### src/rtl/sensor_ascii_packer.sv
// sensor_ascii_packer
//   Formats one ultrasonic distance or DHT11 measurement as a printable ASCII
//   line and writes it byte-by-byte into the UART TX FIFO, honouring the FIFO
//   full flag so that no byte is lost or duplicated.
//
//   Distance line : "D:ddd" CR LF              (7 bytes)
//   DHT line      : "H:hh.h T:tt.t" CR LF      (15 bytes)
//   With SENSOR_PACK_CKSUM_EN defined, "*XX" (uppercase hex XOR of every byte
//   from the first letter through the last digit) is inserted before CR LF,
//   giving 10 / 18 byte lines.
//
// Ports
//   clk        system clock
//   rst        synchronous active-high reset
//   start      one-cycle request to emit a line (sampled in IDLE only)
//   sel_dht    0 = distance line, 1 = DHT line (latched with start)
//   distance   distance in cm
//   hum_int    humidity integer part   (saturates at 99)
//   hum_dec    humidity decimal part   (saturates at 9)
//   tmp_int    temperature integer part (saturates at 99)
//   tmp_dec    temperature decimal part (saturates at 9)
//   fifo_full  TX FIFO full; no write is issued while high
//   tx_data    byte presented to the FIFO write data
//   tx_we      FIFO write strobe, one byte per high cycle
//   busy       high from the cycle after an accepted start through DONE
//   done       one-cycle pulse after the last byte is written
module sensor_ascii_packer (
  input  logic       clk,
  input  logic       rst,
  input  logic       start,
  input  logic       sel_dht,
  input  logic [7:0] distance,
  input  logic [7:0] hum_int,
  input  logic [7:0] hum_dec,
  input  logic [7:0] tmp_int,
  input  logic [7:0] tmp_dec,
  input  logic       fifo_full,
  output logic [7:0] tx_data,
  output logic       tx_we,
  output logic       busy,
  output logic       done
);

  typedef enum logic [1:0] {ST_IDLE, ST_SEND, ST_DONE} state_t;

`ifdef SENSOR_PACK_CKSUM_EN
  localparam logic [4:0] DIST_LAST = 5'd9;
  localparam logic [4:0] DHT_LAST  = 5'd17;
`else
  localparam logic [4:0] DIST_LAST = 5'd6;
  localparam logic [4:0] DHT_LAST  = 5'd14;
`endif

  state_t     state, state_nxt;
  logic       sel_q;
  logic [4:0] idx;
  logic [4:0] last_idx;

  // Digits are held as ready-to-send ASCII characters.
  logic [7:0] c_d2, c_d1, c_d0;
  logic [7:0] c_h1, c_h0, c_hd;
  logic [7:0] c_t1, c_t0, c_td;

  logic [7:0] hi_sat, hd_sat, ti_sat, td_sat;

  assign hi_sat = (hum_int > 8'd99) ? 8'd99 : hum_int;
  assign hd_sat = (hum_dec > 8'd9)  ? 8'd9  : hum_dec;
  assign ti_sat = (tmp_int > 8'd99) ? 8'd99 : tmp_int;
  assign td_sat = (tmp_dec > 8'd9)  ? 8'd9  : tmp_dec;

  assign last_idx = sel_q ? DHT_LAST : DIST_LAST;

`ifdef SENSOR_PACK_CKSUM_EN
  logic [7:0] cksum;
  logic [4:0] pay_len;

  // Only bytes before the '*' contribute; the hex bytes read cksum while it
  // must stay frozen.
  assign pay_len = sel_q ? 5'd13 : 5'd5;

  function automatic logic [7:0] hex_char(input logic [3:0] n);
    return (n < 4'd10) ? (8'h30 + {4'h0, n}) : (8'h37 + {4'h0, n});
  endfunction
`endif

  always_ff @(posedge clk) begin
    if (rst) begin
      state <= ST_IDLE;
      idx   <= '0;
      sel_q <= 1'b0;
      c_d2  <= '0;
      c_d1  <= '0;
      c_d0  <= '0;
      c_h1  <= '0;
      c_h0  <= '0;
      c_hd  <= '0;
      c_t1  <= '0;
      c_t0  <= '0;
      c_td  <= '0;
`ifdef SENSOR_PACK_CKSUM_EN
      cksum <= '0;
`endif
    end else begin
      state <= state_nxt;
      if (state == ST_IDLE && start) begin
        sel_q <= sel_dht;
        idx   <= '0;
        c_d2  <= 8'h30 + distance / 8'd100;
        c_d1  <= 8'h30 + (distance / 8'd10) % 8'd10;
        c_d0  <= 8'h30 + distance % 8'd10;
        c_h1  <= 8'h30 + hi_sat / 8'd10;
        c_h0  <= 8'h30 + hi_sat % 8'd10;
        c_hd  <= 8'h30 + hd_sat;
        c_t1  <= 8'h30 + ti_sat / 8'd10;
        c_t0  <= 8'h30 + ti_sat % 8'd10;
        c_td  <= 8'h30 + td_sat;
`ifdef SENSOR_PACK_CKSUM_EN
        cksum <= '0;
`endif
      end else if (tx_we) begin
        idx <= idx + 5'd1;
`ifdef SENSOR_PACK_CKSUM_EN
        if (idx < pay_len) cksum <= cksum ^ tx_data;
`endif
      end
    end
  end

  always_comb begin
    state_nxt = state;
    tx_we     = 1'b0;
    busy      = 1'b0;
    done      = 1'b0;
    case (state)
      ST_IDLE: if (start) state_nxt = ST_SEND;
      ST_SEND: begin
        busy  = 1'b1;
        tx_we = !fifo_full;
        if (tx_we && idx == last_idx) state_nxt = ST_DONE;
      end
      ST_DONE: begin
        busy      = 1'b1;
        done      = 1'b1;
        state_nxt = ST_IDLE;
      end
      default: state_nxt = ST_IDLE;
    endcase
  end

  always_comb begin
    tx_data = '0;
    if (state == ST_SEND) begin
      if (!sel_q) begin
        case (idx)
          5'd0: tx_data = 8'h44;
          5'd1: tx_data = 8'h3A;
          5'd2: tx_data = c_d2;
          5'd3: tx_data = c_d1;
          5'd4: tx_data = c_d0;
`ifdef SENSOR_PACK_CKSUM_EN
          5'd5: tx_data = 8'h2A;
          5'd6: tx_data = hex_char(cksum[7:4]);
          5'd7: tx_data = hex_char(cksum[3:0]);
          5'd8: tx_data = 8'h0D;
          5'd9: tx_data = 8'h0A;
`else
          5'd5: tx_data = 8'h0D;
          5'd6: tx_data = 8'h0A;
`endif
          default: tx_data = '0;
        endcase
      end else begin
        case (idx)
          5'd0:  tx_data = 8'h48;
          5'd1:  tx_data = 8'h3A;
          5'd2:  tx_data = c_h1;
          5'd3:  tx_data = c_h0;
          5'd4:  tx_data = 8'h2E;
          5'd5:  tx_data = c_hd;
          5'd6:  tx_data = 8'h20;
          5'd7:  tx_data = 8'h54;
          5'd8:  tx_data = 8'h3A;
          5'd9:  tx_data = c_t1;
          5'd10: tx_data = c_t0;
          5'd11: tx_data = 8'h2E;
          5'd12: tx_data = c_td;
`ifdef SENSOR_PACK_CKSUM_EN
          5'd13: tx_data = 8'h2A;
          5'd14: tx_data = hex_char(cksum[7:4]);
          5'd15: tx_data = hex_char(cksum[3:0]);
          5'd16: tx_data = 8'h0D;
          5'd17: tx_data = 8'h0A;
`else
          5'd13: tx_data = 8'h0D;
          5'd14: tx_data = 8'h0A;
`endif
          default: tx_data = '0;
        endcase
      end
    end
  end

endmodule

### config.mk
export PLATFORM = sky130hd
export DESIGN_NAME = sensor_ascii_packer
export DESIGN_NICKNAME = d
export VERILOG_FILES = /design/src/rtl/sensor_ascii_packer.sv
export SDC_FILE = /design/constraint.sdc
export NUM_CORES = 1
export LEC_CHECK = 0
export CAP_MARGIN = 20
export CORE_MARGIN = 4
export CORE_UTILIZATION = 55
export CTS_CLUSTER_SIZE = 30
export DETAILED_ROUTE_END_ITERATION = 10
export PLACE_DENSITY = 0.79
export RECOVER_POWER = 25
export SETUP_SLACK_MARGIN = 0.05
export SYNTH_ARGS = -nofsm -noshare
export SYNTH_HDL_FRONTEND = slang
export SYNTH_SLANG_ARGS = --single-unit
### constraint.sdc
create_clock -name clk -period 8.7 [get_ports clk]
set_clock_uncertainty 0.1 [all_clocks]
set_input_delay 0.87 -clock clk [delete_from_list [all_inputs] [get_ports clk]]
set_output_delay 0.87 -clock clk [all_outputs]
set_load 0.02 [all_outputs]
---- Word-level counts from Yosys, hierarchy flattened ----
Cells that the tools add are included.
Widths: inputs -> output; s select.
cells by class
  add/subtract/negate cells ............... 10
  $mul .................................... 0
  divide/modulo/power cells ............... 8
  order comparisons ....................... 4
  equality and inequality tests ........... 19
  shift operators ......................... 0
  muxes and demuxes ....................... 15
  bitwise operators ....................... 0
  reduce and logical (&&, ||, !) cells .... 10
operators by type and width
  operator             count
  $pmux 8 s13          1
  $add 6x8->8 const A  9
  $pmux 8 s7           1
  $mux 8               6
  $eq 5x4->1 const B   7
  $mod 8x4->8 const B  4
  $div 8x4->8 const B  3
  $eq 5x3->1 const B   4
  $gt 8x4->1 const B   2
  $gt 8x7->1 const B   2
  $eq 5x2->1 const B   2
  $div 8x7->8 const B  1
  $reduce_or 2->1      4
  $add 5x1->5 const B  1
  $eq 5x1->1 const B   1
  $eq 5x4->1           1
  $logic_not 5->1      1
  $mux 2               2
  $mux 4               1
  $ne 2x2->1 const B   2
  $pmux 2 s2           1
  $mux 1               3
  $eq 2x1->1 const B   1
  $eq 2x2->1 const B   1
  4 further kinds      5
storage, ports and cells
  register bits ........................... 80
  latch bits .............................. 0
  bits in writable memories ............... 0
  ROM bits ................................ 0
  input bits .............................. 45
  output and inout bits ................... 11
  word-level logic and storage cells ...... 78
  memories ................................ 0

---- Logic depth before layout (Yosys ltp) ----
  word-level depth ........................ 5
  depth in mapped cells ................... 19
  mapped depth without buffers ............ 18

---- Worst setup path after synthesis ----
No wires, ideal clock.
  path kind ............................... input-to-reg
  start point ............................. input distance[5]
  end point ............................... register c_d1[6]
  setup time .............................. 71 ps
  arrival time ............................ 4011 ps
  data required time ...................... 8529 ps
  slack ................................... 4518 ps
  stages on the path ...................... 19
  path buffers ............................ 2
  cell sequence ........................... buf_4 -> buf_2 -> maj3_1 -> a22oi_1 -> ha_1 -> inv_1 -> nor4_1 -> and4_1 -> o21ai_2 -> a21oi_1 -> nor2b_1 -> ha_1 -> nor3b_1 -> o211ai_1 -> xnor2_1 -> ha_1 -> xnor2_1 -> nand2_1 -> a21oi_1
between the ends
  longest elaborated chain between the ends .. 3
ends and longest elaborated chain
  item                    line  text
  start: declaration      32    input logic [7:0] distance,
  $div 8x4->8             109   c_d1 <= 8'h30 + (distance / 8'd10) % 8'd10;
  $mod 8x4->8             109
  $add 6x8->8             109
  end signal: assignment  109
  end: declaration        60    logic [7:0] c_d2, c_d1, c_d0;
Every way passes these cells.
A chain may end at the register's enable or synchronous reset.

---- Worst setup path in the final report ----
  start point ............................. input distance[4]
  end point ............................... register c_d1[6]
The elaborated chain is that of the path after synthesis.

==> out/metrics.yaml <==
cts:
  cts.sinks: 71
  cts_made_buffers: 9
  cts_hold_buf: 0
  path_clk_slew_ns: 0.07
  ctsLongestPathBuffers: 2
  postCtsSetupRepairBufs: 0
  insertion_delay_ns: 0.34
  ctsResizeCount: 0
  cts_max_level: 3
  root_buffer: "clkbuf_8"
  cts_tree: "yes"
global_routing:
  antenna_found_initial: 0
  grt.busiest_layer: "met2"
  met2_usage: 0.3903
  met1_usage: 0.3283
  grt_pass1_wl_um: 20240
  grt_use_met3: 0.04270
  overflow: 0
  track_usage: 0.2400
  grt_max_degree: 82
  grt_pass1_vias: 4373
status:
  failed_checks: "max-capacitance violations, max-slew violations"
  status: "finished, violations left"
timing:
  drv_slew: 82
  timing.fmax_ghz: 0.1957
  max_slew.worst_pin.slew_ns: 3.381
  min_period_over_period: 0.5873
  finalHoldViolations: 0
  min_period_ns: 5.109
  setup_viol: 0
  fin_tns_setup_ns: 0
  timing.slew.headroom: -1.254
  rsz0062_at_grt: "no"
yosys:
  yosys.area.top_type: "dfxtp_1"
  synth_sequential_area_ratio: 0.2939
  syn-instance-count: 651
  synth_edf_count: 0
  ys_seq_elements: 71
  yosys_warnings: 0
  synthTopCellsByArea: "dfxtp_1 29%, nor2_1 7.6%, ha_1 5.7%"
  async_reset_ff_frac: 0
  synth.avg_cell_area_sq_um: 7.428
  netlist-cell-type-count: 75
  syn_area_sq_um: 4836
  ys.flop_type: "dfxtp_1"
  yosysTopAreaCellShare: 0.2939
layout:
  diodes: 0
  area_growth_pct: 14.88
  nFillCells: 749
  drive_above_1_share: 0.04373
  finalCoreUtilization: 0.6628
  nets: 749
floorplan:
  row_count: 33
  ios: 56
  fp.dieW_um: 101.8
  dieArea_sq_um: 10360
  coreArea_sq_um: 8382
  start_util: 0.5770
  chipHeight_um: 101.8
route:
  avgViaCountPerCell: 6.056
  drt_pass1_iterations: 5
  postRouteAntennaNets: 0
  drc: 0
  num_vias: 4790
  drtIter0Drc: 322
  routedWlPerCell_um: 15.25
  routed_wl_um: 12060
setup_path:
  path_class: "in2reg"
  crit_slowest_cell: "clkdlybuf4s50_1"
  crit_required_ns: 8.88
  critPathMaxStageDelay_ns: 0.87
  cp-end-kind: "flop"
  arrival_ns: 5.29
  start_kind: "input pin"
  path_cells: "clkdlybuf4s50_1, nand2b_1, nor2_1, a221oi_2, ha_1, inv_1, nor4_1, and4_1, o21ai_2, a21oi_1, nor2b_1, ha_1, nor3b_1, o211ai_1, xnor2_1, ha_1, xnor2_1, nand2_1, a21oi_1"
  crit_top_cell: "ha_1"
  path_max_fanout: 20
  r2r_slack_ns: 4.45
power:
  vdd_drop_max_mv: 0.08910
  leakage_nw: 2.083
  p_per_area_nw_per_um2: 154.2
flow_run:
  cap_viol_max_count: 1
place:
  portBuffers: 55
  hpwl_um: 8738
  gp_congestion: 0.9026
min_path:
  hold_class: "reg2reg"
## layer usage
| metal | share of wire | wire [um] |
|---|---|---|
| met1 | 0.46 | 5597 |
| met3 | 0.064 | 773 |
| met4 | 0.015 | 180 |
| met5 | 0 | 0 |
| met2 | 0.46 | 5511 |
## state kept, by name, indices dropped and copies added (netlist names)
name,cells
c_t0,8
c_d0,8
c_h1,6
c_t1,6
sel_q,1
c_td,8
c_h0,8
c_d2,3
state,2
idx,5
c_d1,8
c_hd,8
## layout make-up
cell class | count | area, sq um | share of cell area
flip-flops and latches | 71 | 1421 | 0.2559
well taps | 105 | 131.4 | 0.02365
clock buffers | 11 | 131.4 | 0.02365
inverters | 21 | 78.83 | 0.01419
clock inverters | 4 | 47.55 | 0.008559
multi-input cells | 519 | 3172 | 0.5709
repair buffers | 60 | 573.1 | 0.1032
## critical path, delay by kind of cell
kind                       cells  cell delay (ns)
adders and majority gates      3             0.65
xor gates and xnor gates       2             0.31
and+or+nand+nor                7             1.36
AOI/OAI and AO/OA              5             1.19
buffers and inverters          2             0.92
## worst paths after layout
kind	startpoint	endpoint	cells past startpoint
setup / recovery	distance[4]	c_d1[6]$_SDFFE_PP0P_	19
hold / removal	c_d0[1]$_SDFFE_PP0P_	c_d0[1]$_SDFFE_PP0P_	2
setup reg to reg	state[1]$_SDFFE_PP0P_	c_d1[7]$_SDFFE_PP0P_	7
hold reg to reg	c_d0[1]$_SDFFE_PP0P_	c_d0[1]$_SDFFE_PP0P_	2
## Yosys cell counts (8+ instances only)
master,count
a211oi_1,26
and2_1,11
clkbuf_1,38
a21oi_1,52
nor2b_1,9
nand2_1,63
o211ai_1,10
nor2_1,98
ha_1,22
nand3_1,16
nand4_1,8
inv_1,20
dfxtp_1,71
nor3_1,21
a31oi_1,11
xnor2_1,12
nand2b_1,21
o21ai_0,20
## cells by family (layout without fill, tap and decap cells)
| kind of cell | count (synthesis) | count (layout) | share of synthesized area |
|---|---|---|---|
| compound gates | 181 | 181 | 0.2574 |
| xor+xnor | 17 | 17 | 0.03079 |
| fa+ha+maj | 24 | 24 | 0.06106 |
| buf+inv | 68 | 96 | 0.05588 |
| flops | 71 | 71 | 0.2939 |
| mux | 8 | 8 | 0.01785 |
| other cells | 1 | 8 | 0.0007755 |
| simple gates | 281 | 281 | 0.2823 |
## power by group
group          switching (mW)  leakage [nW]  internal [mW]
sequential             0.0188         0.584          0.354
combinational           0.133          1.41          0.102
clock                   0.118        0.0892          0.130
total                   0.270          2.08          0.587
## cells in the final DEF, fill, tap and decap left out, types with 21 or more instances in the layout
cell type	instances
nor2_1	98
dfxtp_1	71
nand2_1	63
clkdlybuf4s50_1	53
a21oi_1	52
a211oi_1	26
ha_1	22
nand2b_1	21
nor3_1	21
## stage by stage
step	setup WS, ns	hold WS [ns]	power (mW)	instance area (sq um)	cells
6_report	3.591	0.3529	0.8566	5555	791
5_1_grt	3.244	0.3752	0.9084	5555	791
4_1_cts	3.716	0.3559	0.8563	5558	790
3_5_place_dp	3.358	0.3472	0.6105	5379	775
3_3_place_gp	3.538	0.3416	0.6028	5379	775
2_1_floorplan	4.518	0.3296	0.5423	4862	658
Power figures use the tool's default switching activity.
